[src/rtl/rail_rush_pkg.sv]
// Shared types and geometry for the Rail Rush obstacle pool:
// obstacle kinds, collision zone limits and per-kind sprite dimensions.
package rail_rush_pkg;

  typedef enum logic [1:0] {
    OBS_BARRIER = 2'd0,
    OBS_WIRE    = 2'd1,
    OBS_TRAIN   = 2'd2,
    OBS_COIN    = 2'd3
  } obs_type_t;

  localparam logic [9:0]  ZONE_Y_MIN    = 10'd440;
  localparam logic [9:0]  ZONE_Y_MAX    = 10'd490;
  localparam logic [9:0]  DEACT_Y       = 10'd620;
  localparam logic [11:0] HAZARD_HALF_W = 12'd40;
  localparam logic [11:0] COIN_HALF_W   = 12'd12;

  function automatic logic [11:0] obs_height(input obs_type_t t);
    case (t)
      OBS_BARRIER: return 12'd30;
      OBS_WIRE:    return 12'd15;
      OBS_TRAIN:   return 12'd100;
      default:     return 12'd20;
    endcase
  endfunction

  function automatic logic [11:0] obs_half_width(input obs_type_t t);
    return (t == OBS_COIN) ? COIN_HALF_W : HAZARD_HALF_W;
  endfunction

endpackage

[src/rtl/obstacle_slot.sv]
// One obstacle slot: position/kind registers, per-frame move, collision
// and dodge detection, and the pixel cover test used by the renderer.
module obstacle_slot
  import rail_rush_pkg::*;
#(
  parameter int NUM_LANES  = 3,
  parameter int LANE_W     = 2,
  parameter int LANE0_X    = 144,
  parameter int LANE_PITCH = 256,
  parameter int SPD_W      = 4
) (
  input  logic              clock,
  input  logic              reset,
  input  logic              i_clear,
  input  logic              i_update,
  input  logic              i_spawn,
  input  logic [LANE_W-1:0] i_spawn_lane,
  input  obs_type_t         i_spawn_type,
  input  logic [SPD_W-1:0]  i_speed,
  input  logic [LANE_W-1:0] i_player_lane,
  input  logic              i_jump_clear,
  input  logic              i_slide_clear,
  input  logic [9:0]        i_row,
  input  logic [9:0]        i_col,
  output logic              o_active,
  output logic [9:0]        o_y,
  output logic [LANE_W-1:0] o_lane,
  output obs_type_t         o_type,
  output logic              o_hit,
  output logic              o_coin,
  output logic              o_dodge,
  output logic              o_cover
);

  logic              r_active;
  logic              r_checked;
  logic [9:0]        r_y;
  logic [LANE_W-1:0] r_lane;
  obs_type_t         r_type;

  logic [9:0]  w_y_next;
  logic        w_expired;
  logic        w_in_zone;
  logic        w_hazard;
  logic        w_hit;
  logic        w_coin;
  logic        w_dodge;
  logic [11:0] w_cx;
  logic [11:0] w_hw;
  logic [11:0] w_h;
  logic [11:0] w_y12;

  // NOTE: every always_comb output gets a default first so no path can
  // leave a value unassigned and infer a latch.
  always_comb begin
    w_y_next  = r_y + 10'(i_speed);
    w_expired = (r_y >= DEACT_Y);
    w_hazard  = (r_type != OBS_COIN);
    w_in_zone = r_active && (r_y >= ZONE_Y_MIN) && (r_y <= ZONE_Y_MAX) &&
                (r_lane == i_player_lane);
    w_hit     = w_in_zone && w_hazard && !r_checked &&
                (((r_type == OBS_BARRIER) && !i_jump_clear) ||
                 ((r_type == OBS_WIRE) && !i_slide_clear) ||
                 (r_type == OBS_TRAIN));
    w_coin    = w_in_zone && (r_type == OBS_COIN);
    // A hazard that was hit this frame is marked instead of counting as dodged.
    w_dodge   = r_active && w_hazard && !r_checked && !w_hit &&
                (r_y <= ZONE_Y_MAX) && (w_y_next > ZONE_Y_MAX);
  end

  // NOTE: sequential state uses non-blocking assignments only, so every slot
  // sees pre-update values of its neighbours within the same edge.
  always_ff @(posedge clock or posedge reset) begin
    if (reset) begin
      r_active  <= 1'b0;
      r_checked <= 1'b0;
      r_y       <= '0;
      r_lane    <= '0;
      r_type    <= OBS_BARRIER;
    end else if (i_clear) begin
      r_active  <= 1'b0;
      r_checked <= 1'b0;
      r_y       <= '0;
    end else if (i_update) begin
      if (!r_active) begin
        if (i_spawn) begin
          r_active  <= 1'b1;
          r_checked <= 1'b0;
          r_y       <= '0;
          r_lane    <= i_spawn_lane;
          r_type    <= i_spawn_type;
        end
      end else if (w_expired || w_coin) begin
        r_active  <= 1'b0;
        r_checked <= 1'b0;
        r_y       <= '0;
      end else begin
        r_y <= w_y_next;
        if (w_hit) r_checked <= 1'b1;
      end
    end
  end

  // Extent is [cx-hw, cx+hw) x [y, y+h); compared as col+hw >= cx to avoid underflow.
  always_comb begin
    w_cx    = 12'(LANE0_X) + 12'(r_lane) * 12'(LANE_PITCH);
    w_hw    = obs_half_width(r_type);
    w_h     = obs_height(r_type);
    w_y12   = 12'(r_y);
    o_cover = r_active &&
              ((12'(i_col) + w_hw) >= w_cx) && (12'(i_col) < (w_cx + w_hw)) &&
              (12'(i_row) >= w_y12) && (12'(i_row) < (w_y12 + w_h));
  end

  assign o_active = r_active;
  assign o_y      = r_y;
  assign o_lane   = r_lane;
  assign o_type   = r_type;
  assign o_hit    = w_hit;
  assign o_coin   = w_coin;
  assign o_dodge  = w_dodge;

endmodule

[src/rtl/obstacle_pool.sv]
// Rail Rush obstacle pool: NUM_SLOTS slots, lowest-free-slot spawner with
// speed-scaled interval and per-lane gap, registered event pulses and count.
module obstacle_pool
  import rail_rush_pkg::*;
#(
  parameter int NUM_SLOTS     = 8,
  parameter int NUM_LANES     = 3,
  parameter int LANE0_X       = 144,
  parameter int LANE_PITCH    = 256,
  parameter int SPD_W         = 4,
  parameter int SPAWN_INIT    = 60,
  parameter int BASE_INTERVAL = 40,
  parameter int MIN_INTERVAL  = 16,
  parameter int MIN_GAP       = 120
) (
  input  logic                           clock,
  input  logic                           reset,
  input  logic                           frame_done,
  input  logic                           game_active,
  input  logic                           clear,
  input  logic [15:0]                    lfsr_val,
  input  logic [SPD_W-1:0]               speed,
  input  logic [$clog2(NUM_LANES)-1:0]   player_lane,
  input  logic                           jump_clear,
  input  logic                           slide_clear,
  input  logic [9:0]                     row,
  input  logic [9:0]                     col,
  output logic                           obstacle_pixel,
  output logic [1:0]                     obstacle_pixel_type,
  output logic                           hit,
  output logic                           coin_collected,
  output logic                           dodge,
  output logic [$clog2(NUM_SLOTS+1)-1:0] active_count
);

  localparam int LANE_W = $clog2(NUM_LANES);
  localparam int CNT_W  = $clog2(NUM_SLOTS + 1);

  logic                 w_update;
  logic [NUM_SLOTS-1:0] w_active;
  logic [NUM_SLOTS-1:0] w_hit;
  logic [NUM_SLOTS-1:0] w_coin;
  logic [NUM_SLOTS-1:0] w_dodge;
  logic [NUM_SLOTS-1:0] w_cover;
  logic [NUM_SLOTS-1:0] w_free_sel;
  logic [9:0]           w_y    [NUM_SLOTS];
  logic [LANE_W-1:0]    w_lane [NUM_SLOTS];
  obs_type_t            w_type [NUM_SLOTS];

  logic [LANE_W-1:0] w_spawn_lane;
  obs_type_t         w_spawn_type;
  logic [7:0]        w_sum;
  logic [7:0]        w_twice_speed;
  logic [7:0]        w_diff;
  logic [7:0]        w_interval;
  logic              w_found;
  logic              w_gap_block;
  logic              w_spawn_now;
  logic [CNT_W-1:0]  w_count;
  logic              w_unused_lfsr;

  logic [7:0]       r_spawn_timer;
  logic             r_hit;
  logic             r_coin;
  logic             r_dodge;
  logic [CNT_W-1:0] r_active_count;

  assign w_update      = frame_done && game_active && !clear;
  assign w_unused_lfsr = ^lfsr_val[15:10];

  always_comb begin
    w_spawn_lane = (int'(lfsr_val[1:0]) >= NUM_LANES) ? LANE_W'(NUM_LANES / 2)
                                                      : LANE_W'(lfsr_val[1:0]);
    w_spawn_type  = obs_type_t'(lfsr_val[3:2]);
    w_sum         = 8'(BASE_INTERVAL) + {2'b00, lfsr_val[9:4]};
    w_twice_speed = 8'({speed, 1'b0});
    w_diff        = (w_sum > w_twice_speed) ? (w_sum - w_twice_speed) : 8'd0;
    w_interval    = (w_diff > 8'(MIN_INTERVAL)) ? w_diff : 8'(MIN_INTERVAL);
  end

  // Free slot, gap and count all look at pre-update slot state.
  always_comb begin
    w_free_sel  = '0;
    w_found     = 1'b0;
    w_gap_block = 1'b0;
    w_count     = '0;
    for (int i = 0; i < NUM_SLOTS; i++) begin
      if (!w_active[i] && !w_found) begin
        w_free_sel[i] = 1'b1;
        w_found       = 1'b1;
      end
      if (w_active[i] && (w_lane[i] == w_spawn_lane) && (w_y[i] < 10'(MIN_GAP)))
        w_gap_block = 1'b1;
      w_count = w_count + CNT_W'(w_active[i]);
    end
    w_spawn_now = (r_spawn_timer == 8'd0) && w_found && !w_gap_block;
  end

  for (genvar g = 0; g < NUM_SLOTS; g++) begin : g_slot
    obstacle_slot #(
      .NUM_LANES (NUM_LANES),
      .LANE_W    (LANE_W),
      .LANE0_X   (LANE0_X),
      .LANE_PITCH(LANE_PITCH),
      .SPD_W     (SPD_W)
    ) u_slot (
      .clock        (clock),
      .reset        (reset),
      .i_clear      (clear),
      .i_update     (w_update),
      .i_spawn      (w_free_sel[g] && w_spawn_now),
      .i_spawn_lane (w_spawn_lane),
      .i_spawn_type (w_spawn_type),
      .i_speed      (speed),
      .i_player_lane(player_lane),
      .i_jump_clear (jump_clear),
      .i_slide_clear(slide_clear),
      .i_row        (row),
      .i_col        (col),
      .o_active     (w_active[g]),
      .o_y          (w_y[g]),
      .o_lane       (w_lane[g]),
      .o_type       (w_type[g]),
      .o_hit        (w_hit[g]),
      .o_coin       (w_coin[g]),
      .o_dodge      (w_dodge[g]),
      .o_cover      (w_cover[g])
    );
  end

  // A blocked spawn leaves the timer at zero so it retries next frame.
  always_ff @(posedge clock or posedge reset) begin
    if (reset) begin
      r_spawn_timer  <= 8'(SPAWN_INIT);
      r_hit          <= 1'b0;
      r_coin         <= 1'b0;
      r_dodge        <= 1'b0;
      r_active_count <= '0;
    end else if (clear) begin
      r_spawn_timer  <= 8'(SPAWN_INIT);
      r_hit          <= 1'b0;
      r_coin         <= 1'b0;
      r_dodge        <= 1'b0;
      r_active_count <= '0;
    end else begin
      if (w_update) begin
        if (r_spawn_timer != 8'd0) r_spawn_timer <= r_spawn_timer - 8'd1;
        else if (w_spawn_now)      r_spawn_timer <= w_interval;
      end
      r_hit          <= w_update && (|w_hit);
      r_coin         <= w_update && (|w_coin);
      r_dodge        <= w_update && (|w_dodge);
      r_active_count <= w_count;
    end
  end

  always_comb begin
    obstacle_pixel      = |w_cover;
    obstacle_pixel_type = 2'b00;
    for (int i = NUM_SLOTS - 1; i >= 0; i--) begin
      if (w_cover[i]) obstacle_pixel_type = w_type[i];
    end
  end

  assign hit            = r_hit;
  assign coin_collected = r_coin;
  assign dodge          = r_dodge;
  assign active_count   = r_active_count;

endmodule

[config.mk]
export PLATFORM = sky130hd
export DESIGN_NAME = obstacle_pool
export DESIGN_NICKNAME = d
export VERILOG_FILES = /design/src/rtl/rail_rush_pkg.sv /design/src/rtl/obstacle_slot.sv /design/src/rtl/obstacle_pool.sv
export SDC_FILE = /design/constraint.sdc
export NUM_CORES = 1
export LEC_CHECK = 0
export CAP_MARGIN = 30
export CORE_UTILIZATION = 50
export DETAILED_ROUTE_END_ITERATION = 10
export PLACE_DENSITY = 0.68
export SLEW_MARGIN = 0
export SYNTH_ARGS = -nofsm -noshare
export SYNTH_HDL_FRONTEND = slang
export SYNTH_HIERARCHICAL = 1
export SYNTH_SLANG_ARGS = --single-unit
[constraint.sdc]
create_clock -name clock -period 10.1 [get_ports clock]
set_input_delay 2.02 -clock clock [delete_from_list [all_inputs] [get_ports clock]]
set_output_delay 2.02 -clock clock [all_outputs]
set_load 0.03 [all_outputs]
### Word-level counts from Yosys, hierarchy flattened

Index checks and enable logic that the tools add are counted.

| cells by class | value |
|---|---|
| magnitude comparators | 75 |
| shifts and indexed selects | 0 |
| muxes and demuxes | 186 |
| reductions and logical operators | 288 |
| divide/modulo/power cells | 0 |
| $mul | 0 |
| bitwise gates (word level) | 9 |
| $add $sub $neg | 50 |
| eq/ne operators | 56 |

Operators by type and width:

| operator | number |
|---|---|
| $mux 10 | 40 |
| $lt 10x12->1 | 16 |
| $logic_and 1x1->1 | 182 |
| $pmux 7 s3 | 8 |
| $mux 1 | 114 |
| $add 10x12->12 | 8 |
| $add 12x12->12 | 8 |
| $ge 12x12->1 | 8 |
| $add 10x7->11 | 8 |
| $add 8x10->11 const A | 8 |
| $add 10x4->10 | 8 |
| $ge 10x10->1 | 8 |
| $ge 10x10->1 const B | 8 |
| $ge 10x9->1 const B | 8 |
| $gt 10x9->1 const B | 8 |
| $le 10x9->1 const B | 8 |
| $lt 10x7->1 const B | 8 |
| $mux 6 | 8 |
| $mux 8 | 6 |
| $logic_not 1->1 | 33 |
| $eq 2x2->1 | 16 |
| $eq 2x2->1 const B | 16 |
| $ne 4x3->1 const B | 8 |
| $reduce_and 4->1 | 8 |
| 24 further kinds | 113 |

| word-level totals | value |
|---|---|
| memory bits (read-only) | 0 |
| output and inout bits | 10 |
| memory bits (writable) | 0 |
| memories kept | 0 |
| latch bits | 0 |
| flip-flop bits (word level) | 143 |

### Logic depth before layout (Yosys ltp)

| depth | value |
|---|---|
| depth after elaboration | 28 |
| gate-level depth with buffers | 25 |
| mapped depth without buffers | 24 |

### By module

The synthesis kept the hierarchy.

By module, submodules not included:

| module | sequential area each (um^2) | area each (um^2) | cells each | instances |
|---|---|---|---|---|
| obstacle_slot (g_slot[1].u_slot ...) | 400.4 | 2152.1 | 267 | 5 |
| obstacle_slot (g_slot[0].u_slot ...) | 400.4 | 2178.3 | 270 | 2 |
| obstacle_slot (g_slot[7].u_slot) | 400.4 | 2158.3 | 263 | 1 |
| obstacle_pool | 380.4 | 2013.2 | 249 | 1 |

### Worst setup path after synthesis

OpenSTA, ideal clock, no wires.

| timing path | value |
|---|---|
| path type | register to output |
| from | register g_slot[6].u_slot.r_type[0] |
| to | output obstacle_pixel_type[1] |
| path slack | 3044 ps |
| data required time | 8080 ps |
| data arrival time | 5036 ps |
| buffers on the path | 0 |
| stages on the path, launching flop included | 23 |
| cells stage by stage | dfrtp_1 > inv_1 > ha_1 > or2_2 > ha_1 > a211o_1 > maj3_2 > a311o_1 > a21oi_2 > xnor2_1 > ha_1 > a211oi_1 > o21ai_0 > a21oi_1 > o31ai_1 > a2111oi_0 > nand2_1 > a21oi_1 > a21oi_1 > o21ai_0 > mux2i_1 > o211ai_1 > o311a_1 |

| between the ends | value |
|---|---|
| word-level cells in the longest chain between the ends | 15 |
| elaborated cells on any way between the ends | 23 |
| classes of those cells | add/sub: 3; order compare: 3; eq/ne: 3; mux: 9; reduce/logical: 5 |

Ends and longest elaborated chain:

| what | line | RTL |
|---|---|---|
| from (decl) | obstacle_slot.sv:39 | `obs_type_t r_type;` |
| from (signal assigned) | obstacle_slot.sv:91 | `r_type <= i_spawn_type;` |
| $eq 2x2->1 | rail_rush_pkg.sv:28 | `return (t == OBS_COIN) ? COIN_HALF_W : HAZARD_HALF_W;` |
| $mux 6 | rail_rush_pkg.sv:28 |  |
| $add 10x12->12 | obstacle_slot.sv:111 | `((12'(i_col) + w_hw) >= w_cx) && (12'(i_col) < (w_cx + w_hw)) &&` |
| $ge 12x12->1 | obstacle_slot.sv:111 |  |
| $logic_and 1x1->1 | obstacle_slot.sv:110 | `o_cover = r_active &&` |
| $logic_and 1x1->1 (2 in series) | obstacle_slot.sv:111 |  |
| $logic_and 1x1->1 (*) | obstacle_slot.sv:112 | `(12'(i_row) >= w_y12) && (12'(i_row) < (w_y12 + w_h));` |
| net w_cover[6] | obstacle_pool.sv:44 | `logic [NUM_SLOTS-1:0] w_cover;` |
| $mux 2 (*) (7 in series) | obstacle_pool.sv:161 | `if (w_cover[i]) obstacle_pixel_type = w_type[i];` |
| to (decl) | obstacle_pool.sv:29 | `output logic [1:0] obstacle_pixel_type,` |

Mark *: on every way through the listed nets, which the timed path passes. The rest lies on a longest branch.

### Worst setup path after layout

| timing path | value |
|---|---|
| from | register g_slot[7].u_slot.r_type[0] |
| to | output obstacle_pixel_type[0] |

| between the ends | value |
|---|---|
| word-level cells in the longest chain between the ends | 16 |
| elaborated cells on any way between the ends | 24 |
| classes of those cells | add/sub: 3; order compare: 3; eq/ne: 3; mux: 10; reduce/logical: 5 |

Ends and longest elaborated chain:

| what | line |
|---|---|
| from (decl) | obstacle_slot.sv:39 |
| from (signal assigned) | obstacle_slot.sv:91 |
| $eq 2x2->1 | rail_rush_pkg.sv:28 |
| $mux 6 | rail_rush_pkg.sv:28 |
| $add 10x12->12 | obstacle_slot.sv:111 |
| $ge 12x12->1 | obstacle_slot.sv:111 |
| $logic_and 1x1->1 | obstacle_slot.sv:110 |
| $logic_and 1x1->1 (2 in series) | obstacle_slot.sv:111 |
| $logic_and 1x1->1 (*) | obstacle_slot.sv:112 |
| net w_cover[7] | obstacle_pool.sv:44 |
| $mux 2 (*) (8 in series) | obstacle_pool.sv:161 |

Marked as above.

==> results.json <==
{
  "setup_slack_ns": 0.764,
  "ys_seq_area_frac": 0.186,
  "period_minus_slack_ns": 9.34,
  "syn_nets": 2797,
  "num_rows": 71,
  "post_drt_wl_per_cell_um": 20.9,
  "synth_top_cell_by_area": "ha_1",
  "wl_um": 61500,
  "drt_iter0_drc": 1588,
  "route.detailed.drc": 0,
  "clockBufferDepth": 2,
  "area_growth_pct": 8.45,
  "worstSetupPathType": "flip-flop to primary output",
  "holdBufCountCts": 0,
  "drive_above_1_share": 0.0509,
  "cp-end-kind": "primary output",
  "synth.most_common_cell": "ha_1",
  "finalSetupTns_ns": 0,
  "fmax_mhz": 107,
  "start_util": 0.510,
  "placed_area_mm2": 0.0203,
  "num-fill-cells": 3560,
  "antennaDiodeCount": 0,
  "rsz0062_at_grt": "false",
  "cts_resized": 0,
  "finalHoldViolations": 0,
  "post-cts-setup-buffers": 0,
  "synth.top_cell.area_share": 0.221,
  "grt_max_degree": 34,
  "syn-instance-count": 2387,
  "nets": 2835,
  "worstPathArrival_ns": 7.32,
  "viasPerCell": 6.25,
  "antenna_found_initial": 2,
  "drtPass1Iterations": 6,
  "yosysUniqueCellTypes": 85,
  "max_slew_margin": 0.237,
  "start_kind": "flip-flop",
  "worst_hold_path_type": "flip-flop to flip-flop",
  "avgSynthCellArea_um2": 8.08,
  "htree_levels": 4,
  "finalCritPeriodShare": 0.924,
  "clkPwrFrac": 0.429,
  "core-area_mm2": 0.0378,
  "p_leak_nw": 9.22,
  "setup_violations": 0,
  "p_seq_frac": 0.380,
  "r2r_setup_slack_ns": 6.32,
  "cts_tree": "done",
  "synth_area_leaders": "ha_1, dfrtp_1, xnor2_1",
  "synth-seq-cells": 143,
  "via_count": 18400,
  "synthArstFlopShare": 1.00,
  "path_clk_slew_ns": 0.07,
  "grt_pass1_wl_um": 97300,
  "synth_edf_count": 0,
  "worst_pin_slew_ns": 1.14,
  "skew_ns": 0.00957,
  "switchingPower_mw": 0.511,
  "dieWidth_um": 198,
  "p_per_area_mw_per_mm2": 72.6,
  "dpl.hpwl_um": 46000,
  "yosysWarnings": 6,
  "outcome": "completed",
  "p_int_mw": 1.01,
  "overflow": 0,
  "netlist_area_mm2": 0.0193,
  "cp.required_ns": 8.08,
  "pwr-share-comb": 0.191,
  "ant_nets": 0,
  "io_pins": 59,
  "cap_viol_max_count": 0,
  "clock_sinks": 143,
  "fp.dieH_um": 198,
  "multi_input_area_mm2": 0.0144,
  "first_global_vias": 18100,
  "yosys-top-cells-count": "ha_1, inv_1, nand2_1",
  "cts-root-buf": "clkbuf_16",
  "stdcell_area_mm2": 0.0209,
  "port_buffers": 50,
  "numCtsBuffers": 17,
  "place_ws_ns": 1.06,
  "switching_share": 0.336,
  "ys.flop_type": "dfrtp_1",
  "grtUsageTotal": 0.321,
  "slew_viol_final": 0,
  "gp_congestion": 0.955,
  "ir_drop_v": 0.000118,
  "clock_latency_ns": 0.47,
  "crit_fanout": 6,
  "seqCellArea_mm2": 0.00358,
  "die_area_mm2": 0.0394
}
-- layer usage --
metal	vias to the layer above	wire length, um	global-route usage
met4	2	2780	0.155
li1	8718	-	-
met5	-	13	0
met3	148	4050	0.0544
met1	8881	26700	0.411
met2	678	28000	0.525
-- worst max-delay path, stage by stage, from the launching register on --
cell,delay (ns)
dfrtp_1,0.52
inv_1,0.13
ha_1,0.23
or2_1,0.28
ha_1,0.29
a211o_1,0.33
maj3_2,0.33
a221o_1,0.31
a21oi_2,0.19
xnor2_1,0.16
ha_1,0.27
nand2_1,0.09
nor2_1,0.05
a2111oi_0,0.42
o22ai_1,0.22
o32a_1,0.24
nor4_1,0.58
nand3b_1,0.18
a21oi_1,0.19
a21oi_1,0.08
o21ai_0,0.45
mux2i_1,0.17
o211ai_1,0.20
o311a_1,0.26
clkdlybuf4s50_1,0.70
-- placed cells by master (no fill, tap or decap), types with 34 or more instances in the layout --
cell | Yosys | final
nand2_1 | 242 | 242
a31oi_1 | 50 | 50
clkdlybuf4s50_1 | 0 | 49
nand3_1 | 72 | 72
xor2_1 | 42 | 42
inv_1 | 244 | 244
buf_4 | 8 | 34
dfrtp_1 | 139 | 139
ha_1 | 340 | 340
xnor2_1 | 121 | 121
o21ai_0 | 123 | 123
a21o_1 | 55 | 55
o31ai_1 | 37 | 37
a21oi_1 | 154 | 154
nor3_1 | 46 | 46
nor2_1 | 139 | 139
-- cells by family after synthesis --
logic type	share of synthesized area
AO/OA/AOI/OAI	0.232
AND/OR/NAND/NOR	0.187
multiplexers	0.00934
flip-flops	0.186
adder cells (fa/ha/maj)	0.246
buffers and inverters	0.0660
XOR/XNOR	0.0740
-- metrics by stage --
step / util / instances / total power, mW / hold slack (ns)
5_1_grt: 0.553 / 2949 / 1.58 / 0.554
3_3_place_gp: 0.538 / 2917 / 0.865 / 0.523
2_1_floorplan: - / 2387 / 0.746 / 0.486
3_5_place_dp: 0.538 / 2917 / 0.874 / 0.527
6_report: 0.553 / 2949 / 1.52 / 0.549
4_1_cts: 0.553 / 2949 / 1.53 / 0.546
-- cell type report --
| class | instances | area share |
|---|---|---|
| clock buffer | 17 | 0.0203 |
| clock inverter | 15 | 0.00682 |
| inverter | 246 | 0.0441 |
| multi-input combinational | 1932 | 0.690 |
| sequential | 143 | 0.171 |
| tap | 511 | 0.0306 |
| timing repair buffer | 85 | 0.0368 |
-- power groups by stage --
stage / registers, mW / clock network (mW) / logic, mW
detailed placement: 0.589 / 0 / 0.284
global placement: 0.589 / 0 / 0.276
floorplan: 0.588 / 0 / 0.157
global route: 0.578 / 0.682 / 0.322
CTS: 0.578 / 0.660 / 0.287
finish: 0.578 / 0.652 / 0.290
-- flip-flops by register name (all words and copies together), names as in the netlist --
register,count
dodge,1
r_spawn_timer,8
active_count,4
g_slot.u_slot/o_active,8
g_slot.u_slot/o_lane,16
g_slot.u_slot/o_y,80
hit,1
coin_collected,1
g_slot.u_slot/r_checked,8
g_slot.u_slot/o_type,16
-- path summary, 6_finish.rpt --
check	startpoint	endpoint	depth (start not counted)
worst max-delay path	g_slot[7].u_slot/o_type[0]	obstacle_pixel_type[0]	24
worst min-delay path	r_spawn_timer[4]	r_spawn_timer[4]	1
worst max register to register	g_slot[5].u_slot/o_y[0]	dodge	10
worst min register to register	r_spawn_timer[4]	r_spawn_timer[4]	1
max in group asynchronous	reset	g_slot[0].u_slot/o_y[8]	2
min in group asynchronous	reset	active_count[2]	2
No activity file was read; power rests on OpenSTA's default activity.
